--- src/rtl/adc_conv_sequencer.sv ---
// Frame controller for AD4003 ADC modules: CNV pulse, SCK burst window, data_valid strobe
// and a running sample counter, all on adc_spi_clk.
//   state   | meaning
//   S_IDLE  | waiting for acq_en with a legal period
//   S_CNV   | adc_cnv high, conversion start
//   S_WAIT  | conversion time, strobes low
//   S_SHIFT | SCK burst / capture shift window
//   S_LATCH | read-clock delay and shift-register settle
//   S_HOLD  | data_valid on entry, then pad to the frame period
module adc_conv_sequencer #(
  parameter int ADC_DATA_WIDTH   = 18,
  parameter int CNV_HIGH_CYCLES  = 4,
  parameter int CONV_WAIT_CYCLES = 24,
  parameter int READ_LAT         = 4,
  parameter int PERIOD_WIDTH     = 16
) (
  input  logic                    adc_spi_clk,
  input  logic                    rst,
  input  logic                    acq_en,
  input  logic [PERIOD_WIDTH-1:0] period_cfg,
  output logic                    adc_cnv,
  output logic                    adc_sck_en,
  output logic                    reader_en_sync,
  output logic                    data_valid,
  output logic [31:0]             sample_cnt,
  output logic                    busy,
  output logic                    cfg_err
);

  localparam int MIN_PERIOD = CNV_HIGH_CYCLES + CONV_WAIT_CYCLES + ADC_DATA_WIDTH + READ_LAT + 1;

  // Last frame-time index of each phase; t counts from 0 at the first CNV cycle.
  localparam logic [PERIOD_WIDTH-1:0] T_CNV_LAST   = PERIOD_WIDTH'(CNV_HIGH_CYCLES - 1);
  localparam logic [PERIOD_WIDTH-1:0] T_WAIT_LAST  = PERIOD_WIDTH'(CNV_HIGH_CYCLES + CONV_WAIT_CYCLES - 1);
  localparam logic [PERIOD_WIDTH-1:0] T_SHIFT_LAST = PERIOD_WIDTH'(CNV_HIGH_CYCLES + CONV_WAIT_CYCLES
                                                                 + ADC_DATA_WIDTH - 1);
  localparam logic [PERIOD_WIDTH-1:0] T_LATCH_LAST = PERIOD_WIDTH'(MIN_PERIOD - 2);
  localparam logic [PERIOD_WIDTH-1:0] P_MIN        = PERIOD_WIDTH'(MIN_PERIOD);

  typedef enum logic [2:0] {S_IDLE, S_CNV, S_WAIT, S_SHIFT, S_LATCH, S_HOLD} state_t;

  state_t                  r_state, w_state_nxt;
  logic [PERIOD_WIDTH-1:0] r_t, w_t_nxt;
  logic [PERIOD_WIDTH-1:0] r_period, w_period_nxt;
  logic                    r_cnv, r_sck, r_rd, r_dv, r_busy, r_err;
  logic [31:0]             r_sample_cnt;
  logic                    w_cfg_ok, w_start, w_err_set, w_dv_nxt;

  assign w_cfg_ok = (period_cfg >= P_MIN);

  always_comb begin
    w_state_nxt  = r_state;
    w_t_nxt      = r_t + 1'b1;
    w_period_nxt = r_period;
    w_start      = 1'b0;
    w_err_set    = 1'b0;
    w_dv_nxt     = 1'b0;
    case (r_state)
      S_IDLE: begin
        w_t_nxt = '0;
        if (acq_en) begin
          if (w_cfg_ok) begin
            w_start      = 1'b1;
            w_period_nxt = period_cfg;
            w_state_nxt  = S_CNV;
          end else begin
            w_err_set = 1'b1;
          end
        end
      end
      S_CNV:   if (r_t == T_CNV_LAST)   w_state_nxt = S_WAIT;
      S_WAIT:  if (r_t == T_WAIT_LAST)  w_state_nxt = S_SHIFT;
      S_SHIFT: if (r_t == T_SHIFT_LAST) w_state_nxt = S_LATCH;
      S_LATCH: begin
        if (r_t == T_LATCH_LAST) begin
          w_state_nxt = S_HOLD;
          w_dv_nxt    = 1'b1;
        end
      end
      S_HOLD: begin
        // Frame boundary: chain straight into the next CNV so there is no gap cycle.
        if (r_t == r_period - 1'b1) begin
          w_t_nxt = '0;
          if (acq_en) begin
            w_state_nxt = S_CNV;
            if (w_cfg_ok) w_period_nxt = period_cfg;
            else          w_err_set    = 1'b1;
          end else begin
            w_state_nxt = S_IDLE;
          end
        end
      end
      default: begin
        w_state_nxt = S_IDLE;
        w_t_nxt     = '0;
      end
    endcase
  end

  always_ff @(posedge adc_spi_clk) begin
    if (rst) begin
      r_state      <= S_IDLE;
      r_t          <= '0;
      r_period     <= '0;
      r_cnv        <= 1'b0;
      r_sck        <= 1'b0;
      r_rd         <= 1'b0;
      r_dv         <= 1'b0;
      r_busy       <= 1'b0;
      r_err        <= 1'b0;
      r_sample_cnt <= '0;
    end else begin
      r_state  <= w_state_nxt;
      r_t      <= w_t_nxt;
      r_period <= w_period_nxt;
      r_cnv    <= (w_state_nxt == S_CNV);
      r_sck    <= (w_state_nxt == S_SHIFT);
      r_rd     <= (w_state_nxt == S_SHIFT);
      r_dv     <= w_dv_nxt;
      r_busy   <= (w_state_nxt != S_IDLE);
      if (w_start)        r_err <= 1'b0;
      else if (w_err_set) r_err <= 1'b1;
      if (w_start)         r_sample_cnt <= '0;
      else if (w_dv_nxt)   r_sample_cnt <= r_sample_cnt + 32'd1;
    end
  end

  assign adc_cnv        = r_cnv;
  assign adc_sck_en     = r_sck;
  assign reader_en_sync = r_rd;
  assign data_valid     = r_dv;
  assign sample_cnt     = r_sample_cnt;
  assign busy           = r_busy;
  assign cfg_err        = r_err;

endmodule

--- config.mk ---
export PLATFORM = sky130hd
export DESIGN_NAME = adc_conv_sequencer
export DESIGN_NICKNAME = d
export VERILOG_FILES = /design/src/rtl/adc_conv_sequencer.sv
export SDC_FILE = /design/constraint.sdc
export NUM_CORES = 1
export LEC_CHECK = 0
export ABC_AREA = 1
export BUFFER_PORTS_ARGS = -buffer_cell sky130_fd_sc_hd__buf_2
export CAP_MARGIN = 30
export CELL_PAD_IN_SITES_DETAIL_PLACEMENT = 0
export CELL_PAD_IN_SITES_GLOBAL_PLACEMENT = 1
export CORE_ASPECT_RATIO = 0.8
export CORE_UTILIZATION = 37
export DETAILED_ROUTE_END_ITERATION = 12
export GPL_TIMING_DRIVEN = 0
export PLACE_DENSITY = 0.81
export SLEW_MARGIN = 20
export SYNTH_ARGS = -nofsm -noshare
export SYNTH_HDL_FRONTEND = slang
export SYNTH_SLANG_ARGS = --single-unit
--- constraint.sdc ---
create_clock -name adc_spi_clk -period 2.12 [get_ports adc_spi_clk]
set_clock_uncertainty 0.2 [all_clocks]
set_input_delay 0.106 -clock adc_spi_clk [delete_from_list [all_inputs] [get_ports adc_spi_clk]]
set_output_delay 0.106 -clock adc_spi_clk [all_outputs]
set_load 0.05 [all_outputs]
==> results.md <==
- Status: finished with violations
- Failing checks: design-rule violations, negative setup slack
- Cell with the most instances after synthesis: nand2_1
- Routability cong.: 0.846
- Routed wire per std cell: about 13 µm
- Antenna viol nets, final: 0
- Syn_area_per_cell: approximately 6.5 µm²
- Share of the synthesized area in the top cell type: 31.9%
- Worst reg-to-reg path cell count: 16
- Hold/Removal Path Class: in2reg
- CTS Buf Count: 9
- Crit path launch type: flip-flop
- Top layer in use: met4
- Final setup TNS: -3.14 ns
- Final hold vios: 0
- Comb pwr share: 15.6%
- Fmax: between 0.4 and 0.5 GHz
- First-pass GRT wire length: 21100 µm
- I/O pin count: 57
- Final wirelength: 12600 µm
- Count of final max-slew check failures: 0
- Min cycle time layout: roughly 2.2 ns
- Synth area leader: dfxtp_1
- RSZ-0062 raised after global routing: true
- Dpl ws: -0.336 ns
- Worst-skew pair later-pin latency: 0.33 ns
- TritonCTS clock tree: yes
- Hold Crit Depth: 7
- Vias in the first global route: between 4k and 5k
- Max-cap violations: 0
- Crit path depth: 16
- Initial antenna violation count: 0
- 1st-pass router iterations: 9
- Met3 Routed Length: between 500 and 600 µm
- Total Power: 3.81 mW
- All-Layer GR Usage: ~21%
- Leakage: approximately 2.7 nW
- Fin crit share: 106%
- Vias per cell: 4.92
- FFs w/ async S/R, synth: 0%
- Most common library cells after synthesis: nand2_1 (180), inv_1 (100), nor2_1 (95), dfxtp_1 (72), nand3_1 (51)
- Worst-path fanout max: 7
- Crit-path cells: inv_2 -> ha_4 -> nand2_4 -> nor2_4 -> nand2_1 -> nand2_1 -> nand2_1 -> nor2_1 -> nand2_1 -> nor2_4 -> nand3_2 -> nand2_4 -> buf_6 -> nand3_2 -> nand2_2 -> nor2_1
- Ys flop type: dfxtp_1
- Clock Sinks: 72
- Yosys warnings: 0
- Maximum VDD drop: 0.395 mV
- Post-synth net total: 723
- Core area: 11700 µm²
- Post-layout util: between 50% and 60%
- # diodes: 0
- Final Cell Area: 6060 µm²
- Deepest clock path buffer count: 2
- Largest cells by area after synthesis: dfxtp_1 (32%), nand2_1 (15%), inv_1 (8.3%)
- CP max stage delay: around 0.34 ns
- Placed instance area: ~5000 µm²
- Largest net degree at the start of global routing: 14
- Clock Tree Root: clkbuf_16
- Switch share: 26.7%
- Fillers: 1147
- DIE WIDTH: 126 µm
- Post-synthesis cell count: 700
- Initial drt markers: about 300
- Slowest CP cell: dfxtp_2
- Psw: ~1.0 mW
- DP HPWL: slightly above 9000 µm
- Remaining Overflow, GRT: 0
- Worst setup path class: reg2reg
- Worst path arrival time: 2.26 ns
- H-tree levels: 3
- Critical path's top delay family: simple AND/OR/NAND/NOR gates
- Die height: 101 µm
- Sequential power share: 37.9%
- CP endpoint kind: flip-flop
- Final setup violation count: 34
- Proportion of layout cells with a drive suffix above 1: 26.9%
- DRT met1 WL: about 6700 µm
- Worst Path Required: 2.14 ns
- Worst slew pin tran: 0.591 ns
- PD cells: 630 nW/µm²
- WP buf/inv: 2
- Synth Cell Area: 4520 µm²
- Starting Density: 38.7%
- Cell mode on critical path: nand2_1
- Nets: 827
- Remaining DRCs: 2
- Clock network power share: 46.5%
- Met2 wire len: 5300 µm
- Die area: 12700 µm²
- Synthesized flop and latch total: 72
- Worst setup margin: -0.117 ns
- Worst-path clk slew: ~0.06 ns
- Routed vias: 4711
- Internal: 2.80 mW
- Area grow syn2layout: 33.9%
- Number of core rows: 35
- Slew HR: 60.4%
- Sequential share of the synthesized area: 31.9%
- PortBufs: between 50 and 60
- Post-synth cell types: 41
- Number of flops mapped to enable cells by yosys: 0
## power by group through the flow
stage / Sequential [mW] / Clock [mW] / Combinational [mW]
3_3_place_gp: 1.46 / 0 / 0.477
6_report: 1.45 / 1.77 / 0.597
3_5_place_dp: 1.46 / 0 / 0.487
2_1_floorplan: 1.46 / 0 / 0.375
4_1_cts: 1.44 / 1.79 / 0.574
5_1_grt: 1.45 / 1.86 / 0.671
## state kept, by name (all words and copies together) (netlist names)
signal / flops
data_valid: 1
r_period: 16
adc_cnv: 1
r_state: 3
busy: 1
reader_en_sync: 1
cfg_err: 1
r_t: 16
sample_cnt: 32
## worst reg2reg max path, cell delays in order, from the launching register on
cell	delay (ns)
dfxtp_2	0.34
inv_2	0.07
ha_4	0.17
nand2_4	0.07
nor2_4	0.16
nand2_1	0.06
nand2_1	0.06
nand2_1	0.04
nor2_1	0.09
nand2_1	0.11
nor2_4	0.16
nand3_2	0.11
nand2_4	0.14
buf_6	0.14
nand3_2	0.08
nand2_2	0.09
nor2_1	0.04
## stage by stage
step	hold WS (ns)	std cells
final	0.0390	957
after global routing	0.0652	957
after CTS	0.0338	952
after detailed placement	0.125	904
after global placement	0.127	904
after floorplan	-0.0249	700
## layout make-up
type	instances	area [µm²]	area share [%]
Buffer	15	118	1.94
Clock buffer	10	229	3.78
Clock inverter	6	116	1.92
Inverter	103	387	6.38
Multi-Input combinational cell	510	2930	48.3
Sequential cell	72	1470	24.2
Tap cell	148	185	3.06
Timing Repair Buffer	93	629	10.4
## kinds of logic (layout without fill, tap and decap cells)
logic type | after synthesis | after routing | synth area share [%]
flip-flops | 72 | 72 | 31.9
buffers and inverters | 118 | 227 | 11.0
AO/OA/AOI/OAI | 63 | 63 | 7.30
AND/OR/NAND/NOR | 407 | 407 | 41.8
XOR/XNOR | 36 | 36 | 6.97
adder cells (fa/ha/maj) | 4 | 4 | 1.11
## routing by layer
layer | track usage [%] | vias to the layer above
li1 | - | 2428
met1 | 30.5 | 2172
met2 | 30.8 | 99
met3 | 3.93 | 12
met4 | 5.35 | 0
met5 | 0 | -
## timing repair
item                                    in CTS  in global routing
setup buffers                               12                  5
gates cloned                                 3                  0
hold endpoints to repair                    20                  0
endpoints found under the setup margin      55                 65
pin swaps                                   27                 20
hold buffers                                17                  0
resized for setup                           64                 57
## layout by cell type (no fill, tap or decap), types with 7 or more instances in the layout
master | synthesis | final
nor2_4 | 11 | 20
nand2_2 | 3 | 7
nor3_1 | 19 | 16
nand2_4 | 3 | 8
nand3_1 | 51 | 33
a21oi_1 | 41 | 41
dlygate4sd3_1 | 0 | 17
dfxtp_2 | 0 | 16
buf_4 | 1 | 17
xnor2_1 | 12 | 12
nand3_2 | 2 | 17
o21ai_0 | 14 | 10
nand2_1 | 180 | 171
nand4_1 | 14 | 14
nor2_2 | 6 | 16
buf_2 | 1 | 57
nor4_1 | 10 | 8
xor2_1 | 24 | 24
clkbuf_16 | 0 | 9
inv_1 | 100 | 90
dfxtp_1 | 72 | 54
nor2_1 | 95 | 76
inv_2 | 3 | 13
## final timing paths
check	start	endpoint	slack, ns
worst max-delay path	r_period[0]	r_period[6]	-0.12
worst max register to register	r_period[0]	r_period[6]	-0.12
worst min register to register	sample_cnt[31]	sample_cnt[31]	0.30
worst min-delay path	acq_en	cfg_err	0.04
(Power assumes the default switching activity.)
